==> src/rtl/gnn_relu_sched_if.sv <==
// Bundle of run-control, feature-buffer, ReLU-array and output-buffer signals
// between gnn_relu_sched (slave modport) and its environment (master modport).
interface gnn_relu_sched_if #(
    parameter int AW = 6
);
    // Handshakes: start is a request sampled only while busy=0; relu_in_ready is a
    // one-cycle fire answered by relu_ready_out; a write transfers in the cycle
    // wr_en=1, and wr_en is never raised while wr_stall=1.
    logic          start;
    logic [AW:0]   num_groups;
    logic          busy;
    logic          done;
    logic          err;
    logic          rd_en;
    logic [AW-1:0] rd_addr;
    logic          relu_in_ready;
    logic          relu_ready_out;
    logic          wr_en;
    logic [AW-1:0] wr_addr;
    logic          wr_stall;
    logic [2:0]    fsm_state;

    modport slave (
        input  start, num_groups, relu_ready_out, wr_stall,
        output busy, done, err, rd_en, rd_addr, relu_in_ready, wr_en, wr_addr,
        output fsm_state
    );

    modport master (
        output start, num_groups, relu_ready_out, wr_stall,
        input  busy, done, err, rd_en, rd_addr, relu_in_ready, wr_en, wr_addr,
        input  fsm_state
    );
endinterface

==> src/rtl/gnn_relu_sched.sv <==
// Group sequencer for the 4x4 ReLU array: read group, fire, wait, write, repeat.
// Optional WAIT_RELU watchdog enabled by defining GNN_RELU_SCHED_TIMEOUT_EN.
module gnn_relu_sched #(
    parameter int AW      = 6,
    parameter int RD_LAT  = 1,
    parameter int TIMEOUT = 64
) (
    input logic             clk,
    input logic             rst,
    gnn_relu_sched_if.slave bus
);
    localparam int RW = (RD_LAT > 1) ? $clog2(RD_LAT) : 1;

    if (RD_LAT < 1 || TIMEOUT < 1) begin : g_bad_param
        $error("gnn_relu_sched: RD_LAT and TIMEOUT must both be at least 1");
    end

    typedef enum logic [2:0] {
        IDLE      = 3'd0,
        READ      = 3'd1,
        WAIT_RD   = 3'd2,
        FIRE      = 3'd3,
        WAIT_RELU = 3'd4,
        WRITE     = 3'd5
    } state_t;

    state_t        state, state_n;
    logic [AW:0]   cnt;
    logic [AW-1:0] grp, grp_n;
    logic [RW-1:0] rd_cnt;
    logic          wr_pend;
    logic          accept;
    logic          last_grp;
    logic          wr_go;
    logic          to_hit;

    assign accept    = (state == IDLE) && bus.start;
    assign last_grp  = ({1'b0, grp} == (cnt - 1'b1));
    assign wr_go     = (state == WRITE) && !bus.wr_stall;
    assign bus.fsm_state = state;
    // The write strobe is the registered WRITE flag qualified by the live stall,
    // so a stalled cycle never strobes the output buffer.
    assign bus.wr_en = wr_pend && !bus.wr_stall;

    always_ff @(posedge clk or posedge rst) begin
        if (rst) begin
            state <= IDLE;
        end else begin
            state <= state_n;
        end
    end

    always_comb begin
        state_n = state;
        grp_n   = grp;
        case (state)
            IDLE: begin
                if (bus.start && (bus.num_groups != '0)) begin
                    state_n = READ;
                end
            end
            READ:      state_n = WAIT_RD;
            WAIT_RD: begin
                if (rd_cnt == '0) begin
                    state_n = FIRE;
                end
            end
            FIRE:      state_n = WAIT_RELU;
            WAIT_RELU: begin
                if (bus.relu_ready_out) begin
                    state_n = WRITE;
                end else if (to_hit) begin
                    state_n = IDLE;
                end
            end
            WRITE: begin
                if (!bus.wr_stall) begin
                    state_n = last_grp ? IDLE : READ;
                end
            end
            default:   state_n = IDLE;
        endcase
        if (accept) begin
            grp_n = '0;
        end else if (wr_go && !last_grp) begin
            grp_n = grp + 1'b1;
        end
    end

    always_ff @(posedge clk or posedge rst) begin
        if (rst) begin
            cnt               <= '0;
            grp               <= '0;
            rd_cnt            <= '0;
            wr_pend           <= 1'b0;
            bus.busy          <= 1'b0;
            bus.done          <= 1'b0;
            bus.rd_en         <= 1'b0;
            bus.rd_addr       <= '0;
            bus.relu_in_ready <= 1'b0;
            bus.wr_addr       <= '0;
        end else begin
            if (accept && (bus.num_groups != '0)) begin
                cnt <= bus.num_groups;
            end
            grp <= grp_n;
            if (state == READ) begin
                rd_cnt <= RW'(RD_LAT - 1);
            end else if ((state == WAIT_RD) && (rd_cnt != '0)) begin
                rd_cnt <= rd_cnt - 1'b1;
            end
            wr_pend           <= (state_n == WRITE);
            bus.busy          <= (state_n != IDLE);
            bus.done          <= (wr_go && last_grp) || (accept && (bus.num_groups == '0));
            bus.rd_en         <= (state_n == READ);
            bus.relu_in_ready <= (state_n == FIRE);
            if (state_n == READ) begin
                bus.rd_addr <= grp_n;
            end
            if (state_n == WRITE) begin
                bus.wr_addr <= grp_n;
            end
        end
    end

`ifdef GNN_RELU_SCHED_TIMEOUT_EN
    localparam int TW = $clog2(TIMEOUT + 1);

    logic [TW-1:0] to_cnt;
    logic          err_q;

    // to_cnt holds the number of WAIT_RELU cycles already spent without an answer.
    assign to_hit  = (state == WAIT_RELU) && !bus.relu_ready_out && (to_cnt == TW'(TIMEOUT - 1));
    assign bus.err = err_q;

    always_ff @(posedge clk or posedge rst) begin
        if (rst) begin
            to_cnt <= '0;
            err_q  <= 1'b0;
        end else begin
            to_cnt <= (state == WAIT_RELU) ? to_cnt + 1'b1 : '0;
            if (accept) begin
                err_q <= 1'b0;
            end else if (to_hit) begin
                err_q <= 1'b1;
            end
        end
    end
`else
    assign to_hit  = 1'b0;
    assign bus.err = 1'b0;
`endif
endmodule

==> src/flat_wrapper.sv <==
// flat-port wrapper written by rule: the top's interface ports become plain ports
module gnn_relu_sched_flat 
#(
    parameter int AW      = 6,
    parameter int RD_LAT  = 1,
    parameter int TIMEOUT = 64
)
  (clk, rst, bus_start, bus_num_groups, bus_relu_ready_out, bus_wr_stall, bus_busy, bus_done, bus_err, bus_rd_en, bus_rd_addr, bus_relu_in_ready, bus_wr_en, bus_wr_addr, bus_fsm_state);
  gnn_relu_sched_if #(.AW(AW)) bus_i ();
  input logic clk;
  input logic rst;
  input wire logic [$bits(bus_i.start)-1:0] bus_start;
  input wire logic [$bits(bus_i.num_groups)-1:0] bus_num_groups;
  input wire logic [$bits(bus_i.relu_ready_out)-1:0] bus_relu_ready_out;
  input wire logic [$bits(bus_i.wr_stall)-1:0] bus_wr_stall;
  output wire logic [$bits(bus_i.busy)-1:0] bus_busy;
  output wire logic [$bits(bus_i.done)-1:0] bus_done;
  output wire logic [$bits(bus_i.err)-1:0] bus_err;
  output wire logic [$bits(bus_i.rd_en)-1:0] bus_rd_en;
  output wire logic [$bits(bus_i.rd_addr)-1:0] bus_rd_addr;
  output wire logic [$bits(bus_i.relu_in_ready)-1:0] bus_relu_in_ready;
  output wire logic [$bits(bus_i.wr_en)-1:0] bus_wr_en;
  output wire logic [$bits(bus_i.wr_addr)-1:0] bus_wr_addr;
  output wire logic [$bits(bus_i.fsm_state)-1:0] bus_fsm_state;
  assign bus_i.start = bus_start;
  assign bus_i.num_groups = bus_num_groups;
  assign bus_i.relu_ready_out = bus_relu_ready_out;
  assign bus_i.wr_stall = bus_wr_stall;
  assign bus_busy = bus_i.busy;
  assign bus_done = bus_i.done;
  assign bus_err = bus_i.err;
  assign bus_rd_en = bus_i.rd_en;
  assign bus_rd_addr = bus_i.rd_addr;
  assign bus_relu_in_ready = bus_i.relu_in_ready;
  assign bus_wr_en = bus_i.wr_en;
  assign bus_wr_addr = bus_i.wr_addr;
  assign bus_fsm_state = bus_i.fsm_state;
  gnn_relu_sched #(.AW(AW), .RD_LAT(RD_LAT), .TIMEOUT(TIMEOUT)) u_core (.clk(clk), .rst(rst), .bus(bus_i));
endmodule
==> config.mk <==
export PLATFORM = sky130hd
export DESIGN_NAME = gnn_relu_sched_flat
export DESIGN_NICKNAME = d
export VERILOG_FILES = /design/src/rtl/gnn_relu_sched_if.sv /design/src/rtl/gnn_relu_sched.sv /design/src/flat_wrapper.sv
export SDC_FILE = /design/constraint.sdc
export NUM_CORES = 1
export LEC_CHECK = 0
export ABC_AREA = 1
export CAP_MARGIN = 25
export CORE_UTILIZATION = 51
export DETAILED_ROUTE_END_ITERATION = 16
export PLACE_DENSITY = 0.89
export RECOVER_POWER = 50
export SLEW_MARGIN = 20
export SYNTH_ARGS = -nofsm -noshare
export SYNTH_HDL_FRONTEND = slang
export SYNTH_SLANG_ARGS = --single-unit
==> constraint.sdc <==
create_clock -name clk -period 2.5 [get_ports clk]
set_input_delay 0.25 -clock clk [delete_from_list [all_inputs] [get_ports clk]]
set_output_delay 0.25 -clock clk [all_outputs]
set_load 0.05 [all_outputs]
# After elaboration in Yosys (flattened, before gate mapping)

Index checks and enable logic that the tools add are counted.
Widths: inputs -> output; s select.

Add/subtract/negate cells: 3
Multiplexer cells: 10
Equal/unequal tests: 9
Reductions and logical operators: 17

Operators by type and width:

| operator            | number |
|---|---|
| $pmux 3 s6          | 1 |
| $mux 3              | 4 |
| $mux 6              | 2 |
| $eq 3x2->1 const B  | 3 |
| $eq 3x3->1 const B  | 3 |
| $logic_and 1x1->1   | 9 |
| $eq 6x7->1          | 1 |
| $logic_not 7->1     | 1 |
| $reduce_bool 7->1   | 1 |
| $sub 7x1->7 const B | 1 |
| $add 6x1->6 const B | 1 |
| $eq 3x1->1 const B  | 2 |
| $logic_not 3->1     | 1 |
| $mux 1              | 3 |
| $reduce_bool 3->1   | 1 |
| $logic_not 1->1     | 2 |
| $reduce_bool 2->1   | 1 |
| $logic_or 1x1->1    | 1 |
| $sub 1x1->1 const B | 1 |

Output and inout bits: 21
Register bits: 34

# Logic depth before layout (Yosys ltp)

Word-level depth: 6
Depth in mapped cells: 16

# Least setup slack after synthesis

Ideal clock, no wire load.

Kind: reg2reg
From: register u_core.state[0], in the netlist u_core.bus.fsm_state[0]
To: register u_core.bus.rd_addr[1]
Data arrival time: 1,743 ps
Period minus slack after synthesis: 1,863 ps
Slack: 637 ps
Stages on the path, launching flop included: 9
Setup time: 120 ps
Data required time: 2,380 ps
Cells stage by stage: dfrtp_1 > inv_2 > nor4_4 > nand2_4 > nand2_4 > nand2_4 > buf_8 > nand2_1 > o21ai_2

Elaborated cells on any way between the ends: 17

RTL lines:

| element                                  | RTL line                | source |
|---|---|---|
| from (decl)                              | gnn_relu_sched.sv:27    | `state_t state, state_n;` |
| from (signal assigned)                   | gnn_relu_sched.sv:49    | `state <= state_n;` |
| $eq 3x3->1, or another cell as far along | gnn_relu_sched.sv:56    | `case (state)` |
| $pmux 3 s6 *                             | gnn_relu_sched.sv:56    |  |
| named net u_core.state_n[0]              | gnn_relu_sched.sv:27    |  |
| $eq 3x1->1 *                             | gnn_relu_sched.sv:117   | `if (state_n == READ) begin` |
| to (signal assigned)                     | gnn_relu_sched.sv:118   | `bus.rd_addr <= grp_n;` |
| to (decl)                                | gnn_relu_sched_if.sv:25 | `output busy, done, err, rd_en, rd_addr, relu_in_ready, wr_en, wr_addr,` |

Mark *: on every way through the listed nets, which the timed path passes. The rest lies on a longest branch.
A chain may end at the register's enable or synchronous reset.

# Worst setup path in the final report

From: register u_core.cnt[0]
To: register u_core.bus.rd_addr[0]

Longest elaborated chain between the ends: 6
Elaborated cells on any way between the ends: 10

RTL lines:

| element                     | RTL line              | source |
|---|---|---|
| from (decl)                 | gnn_relu_sched.sv:28  | `logic [AW:0] cnt;` |
| from (signal assigned)      | gnn_relu_sched.sv:104 | `cnt <= bus.num_groups;` |
| $sub 7x1->7                 | gnn_relu_sched.sv:38  | `assign last_grp = ({1'b0, grp} == (cnt - 1'b1));` |
| $eq 6x7->1                  | gnn_relu_sched.sv:38  |  |
| $mux 1                      | gnn_relu_sched.sv:78  | `state_n = last_grp ? IDLE : READ;` |
| $mux 3                      | gnn_relu_sched.sv:77  | `if (!bus.wr_stall) begin` |
| $pmux 3 s6                  | gnn_relu_sched.sv:56  |  |
| named net u_core.state_n[0] | gnn_relu_sched.sv:27  |  |
| $eq 3x1->1                  | gnn_relu_sched.sv:117 |  |

The timed path passes the listed nets, and every way through them passes these cells.

==> flow_summary_export.csv <==
group,metric,value,unit
route,first_pass_iters,4,
grt,grt_max_degree,35,
worst_setup_path,path_buf_inv,2,
synthesis,synth_xor_area_frac,0.01970,
worst_hold_path,worstHoldPathType,"input pin to flop",
synthesis,synth_area_per_cell,8.045,sq um
floorplan,die_w,61.05,um
cts,clk_pin_slew,90,ps
timing,hold_viol,0,
synthesis,synth_seq_cells,34,
worst_setup_path,critical_path.max_fanout,11,
route,wire_per_inst,12.02,um
cts,cts-htree-levels,2,
place,gp_congestion,0.8287,
timing,finalMaxSlewViolations,35,
route,routed_via_density,5.010,
synthesis,netlist.area_leader.share,0.4785,
grt,grt_pass1_vias,1461,
cts,cts_resized,0,
cts,clockBufferDepth,2,
outcome,outcome,"finished, violations left",
synthesis,yosysSeqAreaShare,0.4785,
worst_setup_path,critPathTopFamily,"simple AND/OR/NAND/NOR gates",
synthesis,yosysUniqueCellTypes,28,
floorplan,die-area,3726,sq um
synthesis,syn-num-nets,235,
worst_setup_path,critPathKind,"flop to flop",
timing,finalCritPeriodShare,0.8063,
place,portBuffers,31,
worst_hold_path,hold_end,"u_core.cnt[6]",
route,wirelength,3654,um
power,leakage,1.101,nW
route,via_count,1523,
timing,rsz0062_at_grt,"no",
worst_setup_path,rrSetupSlack,480,ps
worst_setup_path,reg2reg_to,"u_core.bus.rd_addr[0]",
worst_setup_path,cp-start-kind,"flop",
route,drc_errors,0,
floorplan,fp.dieH,61.05,um
synthesis,yosysWarnings,0,
timing,finClkSkew,3.364,ps
cts,cts_root_buffer,"clkbuf_4",
synthesis,syn_inst,221,
worst_hold_path,whs_path_depth,3,
cts,clock-sinks,34,
timing,fmax,0.4961,GHz
grt,grt_first_pass_wirelength,6161,um
worst_setup_path,reg2reg_from,"u_core.cnt[0]",
worst_setup_path,crit_chain,"inv_2 > ha_1 > nand2_1 > nand2_1 > nor2_2 > nand3_2 > nor2_4 > nand2_4 > nand2_4 > nand2_4 > nand2_4 > inv_1 > nand2_1 > nand2_1",
synthesis,synthMuxAreaShare,0,
timing,min_period,2016,ps
grt,overflow,0,
final_layout,nets,272,
worst_hold_path,hold_path_startpoint,"bus_num_groups[6]",
timing,worstMarginPinSlew,1733,ps
timing,fin_setup_tns,0,ps
floorplan,boundaryPins,33,
worst_setup_path,worstPathArrival,2240,ps
synthesis,synth-compound-area-share,0.06897,
floorplan,start_util,0.5328,
synthesis,synth-simple-area-share,0.3364,
cts,clk-insertion-delay-late,330,ps
final_layout,final_cells,304,
place,dp_hpwl,2781,um
power,finalPower,2.875,mW
place,placed_cells,297,
worst_setup_path,critical_path.slowest_cell,"dfrtp_1",
grt,antenna_found_initial,0,
worst_setup_path,critical_path_required,2730,ps
final_layout,insertedDiodeCount,0,
synthesis,synth_top_family_by_area,"simple AND/OR/NAND/NOR gates",
route,ant_nets,0,
final_layout,syn2layout_area_growth,23.79,%
cts,cts_buffers,5,
worst_setup_path,max_stage_delay,400,ps
final_layout,num-fill-cells,284,
timing,setup_violations,0,
power,powerDensity,1306,nW/um^2
power,irDropWorstVdd,0.8676,mV
final_layout,layout-drive-gt1-share,0.1202,
cts,post_cts_buffers,0,
worst_setup_path,endpoint_kind,"flop",
floorplan,placementRows,21,
route,drt_iter0_drc,53,
grt,grt_util_all_layers,0.2272,
worst_setup_path,r2r_cells,14,
outcome,violations,"max-capacitance violations, max-slew violations",
synthesis,synth_adder_area_share,0.01407,
synthesis,synth_top_area_cell,"dfrtp_1",
floorplan,core_area,3337,sq um
cts,hold_buffers,0,
job,drv_cap,1,
synthesis,synth_area_leaders,"dfrtp_1 48%, nand2_1 15%, nand3_1 5.9%, inv_1 4.4%, nor2_1 3.4%",
cts,cts_tree,"built",
synthesis,synth_area,1778,sq um
timing,relSlewSlack,-0.1553,
routing by layer:
| layer | GRT usage | share of wire | up-vias | wire [um] |
|---|---|---|---|---|
| met5 | 0 | 0 | - | 0 |
| met4 | 0.06494 | 0.0085 | 0 | 31 |
| met3 | 0.05882 | 0.039 | 4 | 143 |
| met2 | 0.4099 | 0.51 | 34 | 1850 |
| met1 | 0.2662 | 0.45 | 720 | 1628 |
| li1 | - | - | 765 | - |
layout make-up:
cell class | instances | area, sq um | share of cell area
clock buffers | 6 | 51.30 | 0.02331
well taps | 46 | 57.56 | 0.02615
flip-flops and latches | 34 | 850.8 | 0.3866
multi-input cells | 153 | 777.0 | 0.3530
clock inverters | 1 | 30.03 | 0.01364
inverters | 31 | 116.4 | 0.05287
repair buffers | 33 | 317.8 | 0.1444
registers in the layout, indices dropped and copies added (netlist names), 3 cells and up:
signal                count
u_core.bus.rd_addr        6
u_core.grp                6
u_core.cnt                7
u_core.bus.fsm_state      3
u_core.bus.wr_addr        6
cells in the mapped netlist:
| library cell | number |
|---|---|
| xnor2_1 | 1 |
| buf_4 | 1 |
| a32o_1 | 1 |
| o21ai_0 | 6 |
| nand3_1 | 21 |
| clkinv_1 | 1 |
| nand2_4 | 4 |
| o21ai_1 | 4 |
| dfrtp_1 | 34 |
| nor4_4 | 1 |
| nor2_2 | 4 |
| clkbuf_1 | 1 |
| o21ai_2 | 4 |
| nand3_2 | 2 |
| xor2_1 | 3 |
| nand3b_1 | 1 |
| nor2_4 | 2 |
| nor3_2 | 1 |
| nand2_1 | 71 |
| inv_2 | 9 |
| inv_1 | 21 |
| conb_1 | 1 |
| nor2_1 | 16 |
| nor3_1 | 3 |
| ha_1 | 2 |
| a21oi_1 | 4 |
| buf_8 | 1 |
| o31ai_1 | 1 |
cell usage in the layout (no fill, tap or decap), drive strengths merged, types with 2 or more instances in the layout:
master	n
a21oi	4
nand3	23
o21ai	14
dfrtp	34
ha	2
nand2	75
nor2	22
clkbuf	8
xor2	3
clkdlybuf4s50	30
inv	30
nor3	4
cells by family after synthesis:
kind of cell	Yosys count
AO/OA/AOI/OAI	20
XOR/XNOR	4
adder cells (fa/ha/maj)	2
buffers and inverters	34
flip-flops	34
other	1
AND/OR/NAND/NOR	126
worst min-delay path: stages:
cell and delay, ps:
clkdlybuf4s50_1 400, inv_1 70, a21oi_1 60
report_power, final:
part	internal, mW	switching, mW
registers	0.739	0.177
logic	0.496	1.06
clock network	0.233	0.169
total	1.47	1.41
metrics by stage:
| step | hold slack, ps | instance area (sq um) | util | setup slack, ps |
|---|---|---|---|---|
| after global placement | 441.7 | 2135 | 0.6397 | 553.7 |
| final | 477.9 | 2201 | 0.6595 | 484.4 |
| after floorplan | 371.0 | 1778 | - | 637.3 |
| after global routing | 499.4 | 2201 | 0.6595 | 190.2 |
| after CTS | 293.5 | 2216 | 0.6640 | 505.2 |
| after detailed placement | 463.0 | 2135 | 0.6397 | 493.4 |
worst max-delay path by stage:
stage	depth (start not counted)	slack, ps	from	end
after floorplan	8	640	u_core.bus.fsm_state[0]	u_core.bus.rd_addr[1]
after global placement	11	550	bus_num_groups[0]	u_core.bus.rd_addr[0]
after detailed placement	11	490	bus_num_groups[2]	u_core.bus.rd_addr[0]
after CTS	14	510	u_core.cnt[0]	u_core.bus.rd_addr[0]
after global routing	3	190	rst	u_core.grp[5]
final	14	480	u_core.cnt[0]	u_core.bus.rd_addr[0]
No activity file was read; power rests on OpenSTA's default activity.
